**src/rtl/ps2_kbd_decoder.sv**
```systemverilog
// ps2_kbd_decoder: PS/2 set-2 scan-code bytes to key events with held-key repeat tracking.
// Define KBD_ASCII_EN to build the ASCII lookup; otherwise ascii is tied to 0.
module ps2_kbd_decoder #(
  parameter int CNT_W = 8
) (
  input  logic             clk,
  input  logic             rst,
  input  logic             ready,
  input  logic [7:0]       data,
  output logic             read_next,
  output logic             key_valid,
  output logic [7:0]       key_code,
  output logic             key_ext,
  output logic             key_release,
  output logic             key_repeat,
  output logic             key_down,
  output logic [7:0]       ascii,
  output logic [CNT_W-1:0] press_count,
  output logic             seq_err
);
  typedef enum logic [1:0] {IDLE, BRK, EXT, EXT_BRK} state_t;
  state_t state, nxt;
  logic fetch, is_f0, is_e0, ev, rel, ext, err, match;
  logic [7:0] held_code;
  logic held_ext, held_vld;
  assign fetch = ready && !read_next;
  assign is_f0 = data == 8'hF0;
  assign is_e0 = data == 8'hE0;
  assign match = held_vld && held_ext == ext && held_code == data;
  assign key_down = held_vld;
  always_comb begin
    nxt = state;
    ev = 1'b0;
    rel = 1'b0;
    ext = 1'b0;
    err = 1'b0;
    case (state)
      IDLE: begin
        nxt = is_e0 ? EXT : is_f0 ? BRK : IDLE;
        ev = !is_e0 && !is_f0;
      end
      EXT: begin
        nxt = is_f0 ? EXT_BRK : is_e0 ? EXT : IDLE;
        err = is_e0;
        ev = !is_e0 && !is_f0;
        ext = 1'b1;
      end
      BRK: begin
        nxt = IDLE;
        err = is_e0 || is_f0;
        ev = !err;
        rel = 1'b1;
      end
      default: begin
        nxt = IDLE;
        err = is_e0 || is_f0;
        ev = !err;
        rel = 1'b1;
        ext = 1'b1;
      end
    endcase
  end
  always_ff @(posedge clk)
    if (rst) state <= IDLE;
    else if (fetch) state <= nxt;
  always_ff @(posedge clk) begin
    if (rst) begin
      read_next <= 1'b0;
      key_valid <= 1'b0;
      seq_err <= 1'b0;
      key_code <= '0;
      key_ext <= 1'b0;
      key_release <= 1'b0;
      key_repeat <= 1'b0;
      held_code <= '0;
      held_ext <= 1'b0;
      held_vld <= 1'b0;
      press_count <= '0;
    end else begin
      read_next <= fetch;
      key_valid <= fetch && ev;
      seq_err <= fetch && err;
      if (fetch && ev) begin
        key_code <= data;
        key_ext <= ext;
        key_release <= rel;
        key_repeat <= !rel && match;
        if (!rel && !match) begin
          held_code <= data;
          held_ext <= ext;
          held_vld <= 1'b1;
          press_count <= press_count + CNT_W'(1);
        end
        if (rel && match) held_vld <= 1'b0;
      end
    end
  end
`ifdef KBD_ASCII_EN
  function automatic logic [7:0] to_ascii(input logic [7:0] c);
    case (c)
      8'h1C: return 8'h61; 8'h32: return 8'h62; 8'h21: return 8'h63; 8'h23: return 8'h64;
      8'h24: return 8'h65; 8'h2B: return 8'h66; 8'h34: return 8'h67; 8'h33: return 8'h68;
      8'h43: return 8'h69; 8'h3B: return 8'h6A; 8'h42: return 8'h6B; 8'h4B: return 8'h6C;
      8'h3A: return 8'h6D; 8'h31: return 8'h6E; 8'h44: return 8'h6F; 8'h4D: return 8'h70;
      8'h15: return 8'h71; 8'h2D: return 8'h72; 8'h1B: return 8'h73; 8'h2C: return 8'h74;
      8'h3C: return 8'h75; 8'h2A: return 8'h76; 8'h1D: return 8'h77; 8'h22: return 8'h78;
      8'h35: return 8'h79; 8'h1A: return 8'h7A;
      8'h45: return 8'h30; 8'h16: return 8'h31; 8'h1E: return 8'h32; 8'h26: return 8'h33;
      8'h25: return 8'h34; 8'h2E: return 8'h35; 8'h36: return 8'h36; 8'h3D: return 8'h37;
      8'h3E: return 8'h38; 8'h46: return 8'h39;
      8'h29: return 8'h20; 8'h5A: return 8'h0D;
      default: return 8'h00;
    endcase
  endfunction
  always_ff @(posedge clk)
    if (rst) ascii <= '0;
    else if (fetch && ev) ascii <= ext ? 8'h00 : to_ascii(data);
`else
  assign ascii = '0;
`endif
endmodule

```
**config.mk**
```make
export PLATFORM = sky130hd
export DESIGN_NAME = ps2_kbd_decoder
export DESIGN_NICKNAME = d
export VERILOG_FILES = /design/src/rtl/ps2_kbd_decoder.sv
export SDC_FILE = /design/constraint.sdc
export NUM_CORES = 1
export LEC_CHECK = 0
export CORE_AREA = 2 2 56 68
export CTS_CLUSTER_DIAMETER = 150
export CTS_CLUSTER_SIZE = 28
export DETAILED_ROUTE_END_ITERATION = 8
export DIE_AREA = 0 0 58 70
export PLACE_DENSITY = 0.76
export SETUP_SLACK_MARGIN = 0.05
export SLEW_MARGIN = 20
export SYNTH_ARGS = -nofsm -noshare
export SYNTH_HDL_FRONTEND = slang
export SYNTH_SLANG_ARGS = --single-unit
```
**constraint.sdc**
```tcl
create_clock -name clk -period 2.7 [get_ports clk]
set_input_delay 0.54 -clock clk [delete_from_list [all_inputs] [get_ports clk]]
set_output_delay 0.54 -clock clk [all_outputs]
set_load 0.01 [all_outputs]
```
# After elaboration in Yosys (flattened, before gate mapping)

Cells that the tools add are included.

Bits in read-only memories: 0
Bits in latches: 0
Logic and storage cells: 51
Input port bits: 11
Register bits: 34
Output and inout bits: 31
Memories kept: 0
Memory bits (writable): 0

Equal/unequal tests: 6
$mul: 0
Add/sub/neg operators: 1
Order comparisons: 0
Multiplexer cells: 11
Divide/modulo/power cells: 0
Reductions and logical operators: 21
Shift-type cells: 0
Bitwise logic cells: 0

Operators with widths:

| kind                  | count |
|---|---|
| $eq A8 B8 Y1 const B  | 2 |
| $logic_and A1 B1 Y1   | 9 |
| $add A8 B1 Y8 const B | 1 |
| $eq A8 B8 Y1          | 1 |
| $mux W1               | 6 |
| $mux W2               | 3 |
| $logic_not A1 Y1      | 5 |
| $pmux W2 S2           | 1 |
| $reduce_and A2 Y1     | 2 |
| $reduce_or A2 Y1      | 2 |
| $eq A2 B1 Y1 const B  | 1 |
| $eq A2 B2 Y1 const B  | 1 |
| $logic_not A2 Y1      | 1 |
| $pmux W1 S2           | 1 |
| $reduce_bool A2 Y1    | 1 |
| $eq A1 B1 Y1          | 1 |
| $logic_or A1 B1 Y1    | 1 |

# Depth between registers and ports, before layout

Gate-level depths: netlist (run 1).

Depth after elaboration: 10
Mapped depth: 10
Gate-level depth less buffers: 8

# Least setup slack after synthesis (run 1)

Ideal clock, no wire load.

Path type: input port to flip-flop
From: in data[0]
To: reg held_code[0]
Setup time: 0.128 ns
Required time: 2.572 ns
Setup slack: 0.535 ns
Arrival time: 2.037 ns
Stages: 10
Buffers on the path: 2
Cells stage by stage: xor2_1 > nor4_1 > nand4_1 > ha_1 > inv_1 > a211o_1 > buf_6 > buf_2 > mux2i_1 > nor2_1

Word-level cells in the longest chain between the ends: 6
Elaborated cells on any way between the ends: 14
Those cells by class: eq/ne: 3; mux: 1; reduce/logical: 10

RTL lines:

| element                                                        | RTL line | RTL |
|---|---|---|
| start, declared                                                | 9        | `input logic [7:0] data,` |
| $eq A8 B8 Y1 (on tied branches)                                | 28, 27   |  |
| $logic_or A1 B1 Y1 / $logic_not A1 Y1 (equally long branches)  | n/a      |  |
| $logic_not A1 Y1 / $logic_and A1 B1 Y1 (equally long branches) | n/a      |  |
| $mux W1                                                        | n/a      |  |
| $logic_and A1 B1 Y1                                            | 83       | `if (fetch && ev) begin` |
| $reduce_and A2 Y1 (no source line)                             | n/a      |  |
| end signal, assigned                                           | 89       | `held_code <= data;` |
| end, declared                                                  | 24       | `logic [7:0] held_code;` |

Parallel ways exist; a longest one is shown, timed or not.
A chain may end at the register's enable or synchronous reset.

# Worst setup path in the final report (run 1)

From: in data[0]
To: reg press_count[7]

Word-level cells in the longest chain between the ends: 6
Elaborated cells on any way between the ends: 14
Those cells by class: eq/ne: 3; mux: 1; reduce/logical: 10

RTL lines:

| element                                                        | RTL line | RTL |
|---|---|---|
| $eq A8 B8 Y1 (on tied branches)                                | 28, 27   |  |
| $logic_or A1 B1 Y1 / $logic_not A1 Y1 (equally long branches)  | n/a      |  |
| $logic_not A1 Y1 / $logic_and A1 B1 Y1 (equally long branches) | n/a      |  |
| $mux W1                                                        | n/a      |  |
| $logic_and A1 B1 Y1                                            | 83       |  |
| $reduce_and A2 Y1 (no source line) *                           | n/a      |  |
| end signal, assigned                                           | 92       | `press_count <= press_count + CNT_W'(1);` |
| end, declared                                                  | 18       | `output logic [CNT_W-1:0] press_count,` |

Every way passes the cells marked *; elsewhere a longest branch is shown, timed or not.

==> results of run 1 <==
[routing by layer]
layer	track usage (%)	wire (um)	vias to the layer above
li1	-	-	624
met1	20.2	1350	587
met2	27.7	1580	36
met3	6.30	167	8
met4	9.82	79	0
met5	0	0	-
[placed cells by master (no fill, tap or decap)]
cell,n
dfxtp_1,34
clkdlybuf4s50_1,32
nor2_1,25
mux2i_1,18
a21oi_1,11
buf_4,11
xor2_1,9
conb_1,8
inv_1,7
clkbuf_8,6
nand2_1,5
nor4_1,4
nand3_1,4
ha_1,4
xnor2_1,3
or4_1,3
nand4_1,2
nor3_1,2
nor2b_1,2
o31ai_1,2
and4bb_4,1
nor3b_2,1
nand2b_1,1
a211o_2,1
a31oi_1,1
and2_1,1
mux2_2,1
a311oi_1,1
nand4b_1,1
a211oi_1,1
o21ai_0,1
or3_1,1
clkbuf_1,1
clkinv_2,1
dlymetal6s2s_1,1
[metrics by stage]
stage          util (%)  hold slack (ns)  cell area [sq um]
3_3_place_gp       55.2            0.456               1920
3_5_place_dp       55.2            0.475               1920
2_1_floorplan         -            0.448               1570
5_1_grt            57.9            0.501               2020
4_1_cts            57.8            0.484               2010
6_report           57.9            0.477               2020
[tightest hold or removal path: stages (launching register included)]
cell and delay (ns):
dfxtp_1 0.32, nand2_1 0.06, a21oi_1 0.05
[sequential cells by signal, indices dropped and copies added, names as in the netlist, 2 cells and up]
signal / cells
state: 2
press_count: 8
held_code: 8
key_code: 8
[layout make-up]
cell class	count	area, sq um
clock buffer	7	86.3
timing repair buffer	44	415
fill	327	1470
tap	39	48.8
sequential	34	681
inverter	7	26.3
clock inverter	1	5.00
multi-input combinational	114	756
[worst max path at each step]
stage / start / end / slack [ns] / cells after the start
after global placement: data[1] / held_code[0] / -0.07 / 10
after CTS: data[0] / held_code[7] / 0.15 / 10
final: data[0] / press_count[7] / 0.18 / 9
after global routing: data[0] / press_count[7] / 0.07 / 9
after floorplan: data[0] / held_code[0] / 0.54 / 10
after detailed placement: data[0] / held_code[7] / -0.14 / 10
[power by group through the flow]
stage	combinational [mW]	sequential, mW	clock [mW]
detailed placement	0.155	0.552	0
finish	0.155	0.540	0.383
global placement	0.152	0.550	0
CTS	0.156	0.540	0.390
floorplan	0.0872	0.556	0
global route	0.170	0.543	0.412
[repair_timing]
| action | in CTS | in global routing |
|---|---|---|
| setup buffers | 0 | 0 |
| endpoints found under the hold margin | 0 | 0 |
| gates resized for setup | 0 | 2 |
| setup endpoints to repair | 0 | 9 |
[kinds of logic (layout without fill, tap and decap cells)]
family                     Yosys count  after routing  synth area share (%)
muxes                               19             19                  12.4
xor gates and xnor gates            12             12                  6.83
adders and majority gates            4              4                  3.25
AOI/OAI and AO/OA                   18             18                  6.91
buffers and inverters               24             59                  8.46
other                                1              8                 0.244
DFF                                 34             34                  44.2
and+or+nand+nor                     53             53                  17.6
[cell usage after synthesis (all sizes together) (2+ instances only)]
library cell / count / share of area (%)
xor2: 9 / 5.1
clkbuf: 5 / 1.2
dfxtp: 34 / 44
nand2: 5 / 1.2
or4: 3 / 1.5
inv: 7 / 1.7
ha: 4 / 3.3
a21oi: 11 / 3.6
mux2i: 18 / 12
nand4: 2 / 0.81
nor2: 25 / 6.1
nor2b: 2 / 0.81
nand3: 4 / 1.3
xnor2: 3 / 1.7
o31ai: 2 / 0.98
nor3: 2 / 0.65
nor4: 4 / 1.6
buf: 12 / 5.5
==> results.py, run 1 <==
metrics = {
    "timing": {
        "max_slew_margin_pct": 54.8,
        "fin_worst_skew_ns": 0.00474,
        "setup_viol": 0,
        "timing.fmax_mhz": 398,
        "worstMarginPinSlew_ns": 0.676,
        "finalMaxSlewViolations": 0,
        "rsz0062_at_grt": "no",
        "period_share_pct": 93.2,
        "final_hold_viol_count": 0,
        "setup-tns-final_ns": 0,
        "worst_slack_ns": 0.185,
        "min_period_ns": 2.52,
    },
    "worst_setup_path": {
        "r2r_end": "press_count[7]",
        "worstPathMaxFanout": 9,
        "crit_chain": "clkdlybuf4s50_1, xor2_1, nor4_1, nand4_1, ha_1, inv_1, a211o_2, nor4_1, mux2_2",
        "end_kind": "flop",
        "critPathMaxStageDelay_ns": 0.57,
        "cp-start-kind": "input pin",
        "r2r_cells": 8,
        "r2r-start": "state[1]",
        "cp.required_ns": 2.88,
        "critPathKind": "in -> reg",
        "cp_top_family": "buffers and inverters",
        "crit_slowest_cell": "clkdlybuf4s50_1",
        "arrival_ns": 2.69,
        "rrSetupSlack_ns": 0.59,
        "path_common_cell": "nor4_1",
        "worst-path-buf-inv": 2,
    },
    "global_routing": {
        "grt_pass1_wl_um": 5370,
        "track_usage_pct": 17.5,
        "grt.overflow.total": 0,
        "antenna_found_initial": 0,
        "grt_max_degree": 20,
        "grt_pass1_vias": 1129,
    },
    "synthesis": {
        "synth_enable_flop_cells": 0,
        "netlist_area_sq_um": 1540,
        "async_reset_ff_share_pct": 0,
        "synth-main-ff-cell": "dfxtp_1",
        "ys_ff_latch": 34,
        "synth_cells": 165,
        "yosysWarnings": 0,
        "seq_area_frac_synth_pct": 44.2,
        "syn_avg_cell_area_sq_um": 9.33,
        "synth_cell_types": 34,
    },
    "placement": {
        "portBuffers": 33,
        "place_worst_setup_slack_ns": -0.145,
        "dp_cells": 238,
        "dp_hpwl_um": 2310,
        "place_congestion": 0.797,
    },
    "floorplanning": {
        "initial_core_util_pct": 44.2,
        "die_x_um": 58,
        "die-area_sq_um": 4060,
        "core-area_sq_um": 3480,
        "rows": 24,
        "io_pins": 42,
        "chipHeight_um": 70,
    },
    "power_and_ir_drop": {
        "swShare_pct": 24.9,
        "powerDensity_nw_per_um2": 534,
        "power_mw": 1.08,
        "ir_drop_mv": 0.428,
        "switchingPower_mw": 0.268,
        "pwr-share-seq_pct": 50.1,
        "p_clk_share_pct": 35.5,
        "combPwrFrac_pct": 14.4,
        "leakagePower_nw": 0.860,
        "p_int_mw": 0.810,
    },
    "drt": {
        "dr_total_vias": 1255,
        "drt_iter0_drc": 20,
        "ant_nets": 0,
        "via_per_inst": 5.10,
        "drc_errors": 0,
        "first_pass_iters": 4,
        "wl_um": 3180,
        "wire_per_inst_um": 12.9,
    },
    "final_layout": {
        "drive_above_1_share_pct": 10.6,
        "layoutNonFillerInstCount": 246,
        "area_growth_pct": 31.1,
        "diodes": 0,
        "nNetsFinal": 221,
    },
    "hold_path": {
        "hold_path_end": "held_code[2]",
        "holdCritStartpoint": "held_code[2]",
        "whs_path_depth": 2,
        "min_path_type": "reg -> reg",
    },
    "cts": {
        "cts_tree": "done",
        "clk_latency_ns": 0.29,
        "ctsLongestPathBuffers": 2,
        "htreeDepth": 2,
        "path_clk_slew_ns": 0.06,
        "clock-sinks": 34,
        "cts_buffers": 5,
        "cts_root_buf": "clkbuf_8",
        "postCtsHoldBufs": 0,
    },
    "run": {
        "cap_violations": 0,
    },
    "status": {
        "status": "finished, final reports clean",
    },
}
Power figures use the tool's default switching activity.
==> inputs of run 2 (changes only) <==
--- a/config.mk
+++ b/config.mk
@@ -10,9 +10,10 @@
 export CTS_CLUSTER_SIZE = 28
 export DETAILED_ROUTE_END_ITERATION = 8
 export DIE_AREA = 0 0 58 70
-export PLACE_DENSITY = 0.76
+export GPL_ROUTABILITY_DRIVEN = 0
+export PLACE_DENSITY = 0.82
 export SETUP_SLACK_MARGIN = 0.05
-export SLEW_MARGIN = 20
+export SLEW_MARGIN = 15
 export SYNTH_ARGS = -nofsm -noshare
 export SYNTH_HDL_FRONTEND = slang
 export SYNTH_SLANG_ARGS = --single-unit
==> run 2 against run 1 <==
Compared with the run above: sequential power about the same; critical endpoint unchanged; first-iteration DRC count is 60% higher; non-clock buffer count stayed put; highest routed layer unchanged; sequential share of layout area fell by 0.35 points; design area increased by 1.1%; die area unchanged; final cell count unchanged; combinational power barely moved; core utilization up 0.61 points; hold slack improved by 0.0054 ns; worst setup slack got worse by 0.037 ns; critical path depth stayed put.
==> results.py, run 2 (synthesis gave the netlist of run 1 again) <==
metrics = {
    "timing": {
        "fin_worst_skew_ns": 0.00475,
        "period_share_pct": 94.5,
        "final_hold_viol_count": 0,
        "rsz0062_at_grt": "yes",
        "setup_viol": 0,
        "worst_slack_ns": 0.148,
        "min_period_ns": 2.55,
        "finalMaxSlewViolations": 0,
        "timing.fmax_mhz": 392,
    },
    "power_and_ir_drop": {
        "ir_drop_mv": 0.509,
        "p_clk_share_pct": 39.8,
        "swShare_pct": 23.9,
        "powerDensity_nw_per_um2": 567,
        "combPwrFrac_pct": 13.5,
        "leakagePower_nw": 0.854,
        "switchingPower_mw": 0.276,
        "p_int_mw": 0.880,
        "pwr-share-seq_pct": 46.7,
    },
    "final_layout": {
        "nNetsFinal": 221,
        "multi_input_comb_area_sq_um": 761,
        "regArea_sq_um": 681,
        "post-route-util_pct": 58.5,
        "diodes": 0,
        "top_regs": "held_code (8), key_code (8), press_count (8)",
        "final.fill_count": 307,
        "area_growth_pct": 32.5,
        "mostFrequentLayoutCell": "dfxtp_1",
        "layoutNonFillerInstCount": 246,
        "design_area_sq_um": 2040,
        "drive_above_1_share_pct": 10.6,
        "layout_common_cells": "34 x dfxtp_1, 33 x clkdlybuf4s50_1, 25 x nor2_1",
    },
    "drt": {
        "via_per_inst": 5.09,
        "wl_um": 3160,
        "dr_total_vias": 1253,
        "wire_per_inst_um": 12.8,
        "first_pass_iters": 4,
        "drc_errors": 0,
        "drt_iter0_drc": 32,
        "ant_nets": 0,
    },
    "placement": {
        "portBuffers": 33,
        "dp_cells": 238,
        "place_worst_setup_slack_ns": -0.125,
        "postPlaceCellArea_sq_um": 1920,
        "dp_hpwl_um": 2230,
    },
    "cts": {
        "htreeDepth": 2,
        "clk_latency_ns": 0.29,
        "path_clk_slew_ns": 0.07,
        "cts_root_buf": "clkbuf_8",
        "ctsLongestPathBuffers": 2,
        "cts_tree": "done",
        "cts_buffers": 5,
        "clock-sinks": 34,
    },
    "global_routing": {
        "grt_pass1_vias": 1177,
        "track_usage_pct": 16.4,
        "antenna_found_initial": 0,
        "grt.overflow.total": 0,
        "grt_max_degree": 35,
        "grt_pass1_wl_um": 5200,
    },
    "run": {
        "cap_violations": 0,
    },
    "floorplanning": {
        "core-area_sq_um": 3480,
        "rows": 24,
        "die-area_sq_um": 4060,
        "io_pins": 42,
        "die_x_um": 58,
        "initial_core_util_pct": 44.2,
        "chipHeight_um": 70,
    },
    "worst_setup_path": {
        "cp.required_ns": 2.88,
        "worstPathMaxFanout": 7,
        "end_kind": "flop",
        "rrSetupSlack_ns": 0.54,
        "critPathKind": "in -> reg",
        "arrival_ns": 2.73,
        "cp-start-kind": "input pin",
    },
    "status": {
        "status": "finished, final reports clean",
    },
    "hold_path": {
        "min_path_type": "reg -> reg",
    },
}
run 2: final cells by class:
| class | count | share of cell area (%) |
|---|---|---|
| multi-input combinational | 114 | 37.3 |
| tap | 39 | 2.39 |
| inverter | 7 | 1.29 |
| clock inverter | 2 | 1.84 |
| clock buffer | 6 | 3.56 |
| timing repair buffer | 44 | 20.2 |
| sequential | 34 | 33.4 |
run 2: repair_timing:
item / in CTS / in global routing
hold buffers: 0 / 0
resized for setup: 0 / 1
endpoints found under the setup margin: 0 / 4
setup buffers: 0 / 0
run 2: worst paths after layout:
| kind | startpoint | endpoint | cells after the start |
|---|---|---|---|
| max | data[5] | press_count[7] | 9 |
| min | held_code[2] | held_code[2] | 2 |
| max reg2reg | state[1] | press_count[7] | 8 |
| min reg2reg | held_code[2] | held_code[2] | 2 |
run 2: critical path: stages:
cell,delay (ns)
clkdlybuf4s50_1,0.54
xor2_1,0.19
nor4_1,0.07
nand4_1,0.13
ha_1,0.18
inv_1,0.04
a211o_1,0.30
nor4_2,0.35
mux2_2,0.38
run 2: per-layer routing:
layer | part of all wire [%] | vias to the layer above | wire length (um) | track usage (%)
li1 | - | 626 | - | -
met1 | 43 | 586 | 1350 | 19.6
met2 | 50 | 33 | 1580 | 27.1
met3 | 5.3 | 8 | 167 | 5.19
met4 | 2.1 | 0 | 65 | 6.20
met5 | 0 | - | 0 | 0
run 2: metrics by stage:
| step | TNS [ns] | total power, mW | hold WS (ns) |
|---|---|---|---|
| finish | 0 | 1.16 | 0.482 |
| global route | 0 | 1.20 | 0.511 |
| CTS | 0 | 1.17 | 0.481 |
| detailed placement | -0.794 | 0.706 | 0.471 |
| global placement | -0.299 | 0.703 | 0.458 |
| floorplan | 0 | 0.643 | 0.448 |
run 2: power groups by stage:
stage                     registers (mW)  clock network, mW  logic, mW
after CTS                          0.540              0.469      0.156
after global placement             0.550                  0      0.153
after detailed placement           0.551                  0      0.155
after global routing               0.543              0.489      0.170
final                              0.540              0.461      0.156
after floorplan                    0.556                  0     0.0872
